`src/rtl/writeback_rob_pkg.sv`:
```
// Shared types for the writeback reorder buffer.
// REG_ADDR_SIZE / REG_DATA_WIDTH : architectural register address / data widths
// ROB_DEPTH / ROB_TAG_W          : default buffer depth and matching tag width
// rob_entry_t                    : one buffer entry {valid, done, we, waddr, data}
// rob_tag_t                      : entry tag carried from issue back to writeback
package writeback_rob_pkg;
  localparam int REG_ADDR_SIZE  = 5;
  localparam int REG_DATA_WIDTH = 32;
  localparam int ROB_DEPTH      = 8;
  localparam int ROB_TAG_W      = $clog2(ROB_DEPTH);

  typedef logic [ROB_TAG_W-1:0] rob_tag_t;

  typedef struct packed {
    logic                      valid;
    logic                      done;
    logic                      we;
    logic [REG_ADDR_SIZE-1:0]  waddr;
    logic [REG_DATA_WIDTH-1:0] data;
  } rob_entry_t;
endpackage

```
`src/rtl/writeback_rob.sv`:
```
// In-order completion buffer in front of the commit stage.
// Allocates one entry per issued instruction (tag = tail index), accepts
// out-of-order results by tag, and retires in program order onto the
// commit register-file write port under commit_ack_i. flush_i drops all
// in-flight entries.
// Ports:
//   clk_i, rst_i                 clock, synchronous active-high reset
//   alloc_valid_i/we_i/waddr_i   allocation request; alloc_ready_o = not full
//   alloc_tag_o                  tag assigned to this cycle's allocation
//   wb_valid_i/tag_i/data_i      execution result by tag
//   commit_ack_i                 commit stage takes the head this cycle
//   commit_regfile_we/waddr/wdata_o  head write port (combinational)
//   flush_i                      discard all entries
//   empty_o, count_o             occupancy
module writeback_rob #(
  parameter int DEPTH          = 8,
  parameter int TAG_W          = $clog2(DEPTH),
  parameter int REG_ADDR_SIZE  = 5,
  parameter int REG_DATA_WIDTH = 32
) (
  input  logic                      clk_i,
  input  logic                      rst_i,
  input  logic                      alloc_valid_i,
  output logic                      alloc_ready_o,
  input  logic                      alloc_we_i,
  input  logic [REG_ADDR_SIZE-1:0]  alloc_waddr_i,
  output logic [TAG_W-1:0]          alloc_tag_o,
  input  logic                      wb_valid_i,
  input  logic [TAG_W-1:0]          wb_tag_i,
  input  logic [REG_DATA_WIDTH-1:0] wb_data_i,
  input  logic                      commit_ack_i,
  output logic                      commit_regfile_we_o,
  output logic [REG_ADDR_SIZE-1:0]  commit_regfile_waddr_o,
  output logic [REG_DATA_WIDTH-1:0] commit_regfile_wdata_o,
  input  logic                      flush_i,
  output logic                      empty_o,
  output logic [TAG_W:0]            count_o
);
  import writeback_rob_pkg::*;

  localparam logic [TAG_W:0] PTR_ONE = 1;

  rob_entry_t       ent [DEPTH];
  // MSB of each pointer is the wrap bit
  logic [TAG_W:0]   head, tail;
  logic [TAG_W-1:0] hidx, tidx;
  rob_entry_t       hent;
  logic             full, alloc_fire, wb_fire, retire;

  assign hidx = head[TAG_W-1:0];
  assign tidx = tail[TAG_W-1:0];
  assign hent = ent[hidx];

  assign full       = (hidx == tidx) && (head[TAG_W] != tail[TAG_W]);
  assign alloc_fire = alloc_valid_i && !full && !flush_i;
  assign wb_fire    = wb_valid_i && ent[wb_tag_i].valid && !flush_i;
  // done is only seen from the registered state, so no wb->commit bypass
  assign retire     = hent.valid && hent.done && commit_ack_i && !flush_i;

  assign alloc_ready_o          = !full;
  assign alloc_tag_o            = tidx;
  assign count_o                = tail - head;
  assign empty_o                = (count_o == '0);
  assign commit_regfile_we_o    = retire && hent.we;
  assign commit_regfile_waddr_o = hent.valid ? hent.waddr : '0;
  assign commit_regfile_wdata_o = hent.valid ? hent.data  : '0;

  // Index collisions cannot occur: alloc targets an invalid slot, wb needs a
  // valid one, and alloc/retire share an index only when full or empty.
  always_ff @(posedge clk_i) begin
    if (rst_i || flush_i) begin
      head <= '0;
      tail <= '0;
      for (int i = 0; i < DEPTH; i++) ent[i].valid <= 1'b0;
    end else begin
      if (alloc_fire) begin
        ent[tidx] <= '{valid: 1'b1, done: 1'b0, we: alloc_we_i,
                       waddr: alloc_waddr_i, data: '0};
        tail <= tail + PTR_ONE;
      end
      if (wb_fire) begin
        ent[wb_tag_i].done <= 1'b1;
        ent[wb_tag_i].data <= wb_data_i;
      end
      if (retire) begin
        ent[hidx].valid <= 1'b0;
        head <= head + PTR_ONE;
      end
    end
  end
endmodule

```
`config.mk`:
```
export PLATFORM = sky130hd
export DESIGN_NAME = writeback_rob
export DESIGN_NICKNAME = d
export VERILOG_FILES = /design/src/rtl/writeback_rob_pkg.sv /design/src/rtl/writeback_rob.sv
export SDC_FILE = /design/constraint.sdc
export NUM_CORES = 1
export LEC_CHECK = 0
export ABC_AREA = 1
export CAP_MARGIN = 10
export CORE_MARGIN = 8
export CORE_UTILIZATION = 60
export DETAILED_ROUTE_END_ITERATION = 10
export PLACE_DENSITY = 0.78
export SLEW_MARGIN = 20
export SYNTH_ARGS = -nofsm -noshare
export SYNTH_HDL_FRONTEND = slang
export SYNTH_SLANG_ARGS = --single-unit
```
`constraint.sdc`:
```
create_clock -name clk_i -period 3.8 [get_ports clk_i]
set_input_delay 0.76 -clock clk_i [delete_from_list [all_inputs] [get_ports clk_i]]
set_output_delay 0.76 -clock clk_i [all_outputs]
set_load 0.01 [all_outputs]
```
==> results.sh <==
export IMPL_synthCells=1536
export IMPL_drt_wl_total_mm=37.8
export IMPL_yosysMostFrequentCell="nor2_1"
export IMPL_drive_above_1_share_pct=6.36
export IMPL_die_h_um=174
export IMPL_grt_pass1_vias=11100
export IMPL_p_leak_nw=7.45
export IMPL_p_per_area_mw_per_mm2=430
export IMPL_peakVddDrop_mv=0.264
export IMPL_synth_async_reset_ratio_pct=0
export IMPL_min_period_ns=3.60
export IMPL_cp_slowest_stage_delay_ns=0.53
export IMPL_drc=0
export IMPL_outcome="completed"
export IMPL_yosysSeqAreaShare_pct=64.2
export IMPL_drtPass1Iterations=6
export IMPL_crit_cells=9
export IMPL_slowest_stage="clkdlybuf4s50_1"
export IMPL_timing_rr_start="head[1]$_SDFFE_PP0P_"
export IMPL_synth_top_cell_area_share_pct=60.6
export IMPL_clk_latency_ns=0.51
export IMPL_cts_setup_buffers=0
export IMPL_worst_setup_path_start_kind="register"
export IMPL_synth_area_top_cells="edfxtp_1, nor2_1, nand2_1"
export IMPL_max_freq_mhz=278
export IMPL_clk_pin_slew_ns=0.06
export IMPL_die_x_um=174
export IMPL_cts_buffers=34
export IMPL_required_ns=3.04
export IMPL_grt_use_met3_pct=4.77
export IMPL_cts_max_level=2
export IMPL_ant_nets=0
export IMPL_crit_path_end_kind="output pin"
export IMPL_synth_ff_type="edfxtp_1"
export IMPL_synth_common_cells="nor2_1, edfxtp_1, nand2_1"
export IMPL_reg2reg_slack_ns=1.16
export IMPL_antenna_found_initial=0
export IMPL_core_area_mm2=0.0249
export IMPL_endpoint="commit_regfile_wdata_o[1]"
export IMPL_setup_violations=0
export IMPL_rsz0062_at_grt="false"
export IMPL_post_cts_resized=0
export IMPL_synthToLayoutAreaGrowth_pct=14.8
export IMPL_path_common_cell="nand2_1"
export IMPL_cts_hold_buffers=0
export IMPL_start_util_pct=60.5
export IMPL_grt_pass1_wl_mm=58.7
export IMPL_placed_cells=1904
export IMPL_root_buffer="clkbuf_16"
export IMPL_gp_congestion=0.817
export IMPL_final_fill_count=1828
export IMPL_synth_ff_latch_count=331
export IMPL_clock_sinks=331
export IMPL_drtIter0Drc=1355
export IMPL_viasPerCell=5.82
export IMPL_path_delay_family="buffers and inverters"
export IMPL_grt_use_met2_pct=40.4
export IMPL_clock_path_buffers=3
export IMPL_crit_arrival_ns=2.84
export IMPL_rows=58
export IMPL_drv_slew=0
export IMPL_grt_total_usage_pct=24.3
export IMPL_cts_tree="built"
export IMPL_hpwl_mm=21.9
export IMPL_path_buf_inv=4
export IMPL_hp_class="register to register"
export IMPL_crit_chain="inv_4 -> buf_12 -> o21ai_0 -> o22ai_1 -> nand2_1 -> nand2_1 -> nand2_1 -> inv_1 -> clkdlybuf4s50_1"
export IMPL_drv_cap=0
export IMPL_synth_top_area_cell="edfxtp_1"
export IMPL_portBuffers=93
export IMPL_grt_met1_usage_pct=31.4
export IMPL_ioPinCount=94
export IMPL_worstSetupPathType="register to output pin"
export IMPL_syn_avg_cell_area_um2=9.80
export IMPL_hold_violations=0
export IMPL_synth_edf_count=304
export IMPL_grt_remaining_overflow=0
export IMPL_busiest_layer="met2"
export IMPL_fin_worst_skew_ns=0.00746
export IMPL_yosys_warnings=0
export IMPL_yosysUniqueCellTypes=29
export IMPL_relSlewSlack_pct=55.8
export IMPL_period_share_pct=94.6
export IMPL_nets=1663
export IMPL_avgRoutedWirePerCell_um=19.3
export IMPL_via_count=11400
export IMPL_syn_area_mm2=0.0151
export IMPL_crit_fanout=102
export IMPL_fin_cells=1964
export IMPL_die_area_mm2=0.0304
export IMPL_fin_tns_setup_ns=0
export IMPL_r2r_end="ent[7][16]$_DFFE_PP_"
export IMPL_reg2reg_depth=8
export IMPL_grt_max_degree=103
export IMPL_num_antenna_cells=0
export IMPL_worst_pin_slew_ns=0.660
export IMPL_synthesis_nets=1589
==> report_power, final <==
part           internal [mW]  switching [mW]
logic                 0.0787           0.126
clock network           1.97            1.32
registers               3.94         0.00476
==> layout make-up <==
type / instances / area, µm² / share of cell area [%]
clock buffer: 46 / 960 / 5.55
clock inverter: 14 / 139 / 0.803
inverter: 124 / 468 / 2.71
multi-input combinational: 986 / 4350 / 25.2
sequential: 331 / 9680 / 56.0
tap: 330 / 413 / 2.39
timing repair buffer: 133 / 1280 / 7.41
==> worst min-delay path by stage <==
stage	start	end	slack [ns]	depth (start not counted)
final	ent[2][38]$_DFF_P_	ent[2][38]$_DFF_P_	0.46	2
after global routing	ent[5][38]$_DFF_P_	ent[5][38]$_DFF_P_	0.48	2
after CTS	ent[2][38]$_DFF_P_	ent[2][38]$_DFF_P_	0.46	2
after detailed placement	ent[3][38]$_DFF_P_	ent[3][38]$_DFF_P_	0.44	2
after global placement	ent[0][38]$_DFF_P_	ent[0][38]$_DFF_P_	0.44	2
after floorplan	ent[0][38]$_DFF_P_	ent[0][38]$_DFF_P_	0.43	2
==> logic make-up after synthesis <==
family,after synthesis,share of synthesized area (%)
compound gates,237,8.61
fa+ha+maj,6,0.549
xor+xnor,5,0.291
buf+inv,219,6.89
flops,331,64.2
simple gates,738,19.4
==> flip-flops by register name, indices dropped and copies added (netlist names), named ones only <==
signal,flops
head,4
tail,4
ent,320
==> worst reg2reg max path, delay by kind of cell (launching register included) <==
family / cells / cell delay (ns)
buf+inv: 3 / 0.69
flops: 1 / 0.48
fa+ha+maj: 1 / 0.30
simple gates: 4 / 0.81
==> placed cells by master (no fill, tap or decap), types with 3 or more instances in the layout <==
| master | instances |
|---|---|
| o21ai_0 | 151 |
| buf_12 | 4 |
| clkinv_2 | 6 |
| nor3_1 | 9 |
| inv_1 | 121 |
| dfxtp_1 | 24 |
| edfxtp_1 | 304 |
| buf_4 | 36 |
| nand2_1 | 248 |
| nand4_1 | 13 |
| nand3_1 | 24 |
| ha_1 | 5 |
| bufinv_16 | 3 |
| nand3_2 | 8 |
| nor2_1 | 429 |
| a22oi_1 | 3 |
| xnor2_1 | 3 |
| a21oi_1 | 7 |
| clkinv_1 | 5 |
| clkdlybuf4s50_1 | 93 |
| clkbuf_1 | 9 |
| clkbuf_16 | 37 |
| o22ai_1 | 74 |
==> routing by layer <==
metal	share of wire, %	routed length (µm)	vias to the layer above
met3	11	4030	81
li1	-	-	5290
met2	49	18400	666
met5	0	0	-
met4	2.6	979	0
met1	38	14400	5398
==> metrics by stage <==
stage	cell area, µm²	power (mW)	worst slack (ns)	util (%)	hold WS [ns]
finish	17300	7.44	0.203	69.5	0.458
global route	17300	7.60	0.0642	69.5	0.476
CTS	17300	7.45	0.261	69.5	0.456
detailed placement	16200	4.22	0.645	65.0	0.440
global placement	16200	4.22	0.794	65.0	0.439
floorplan	15100	4.11	0.893	-	0.426
(Power assumes the default switching activity.)
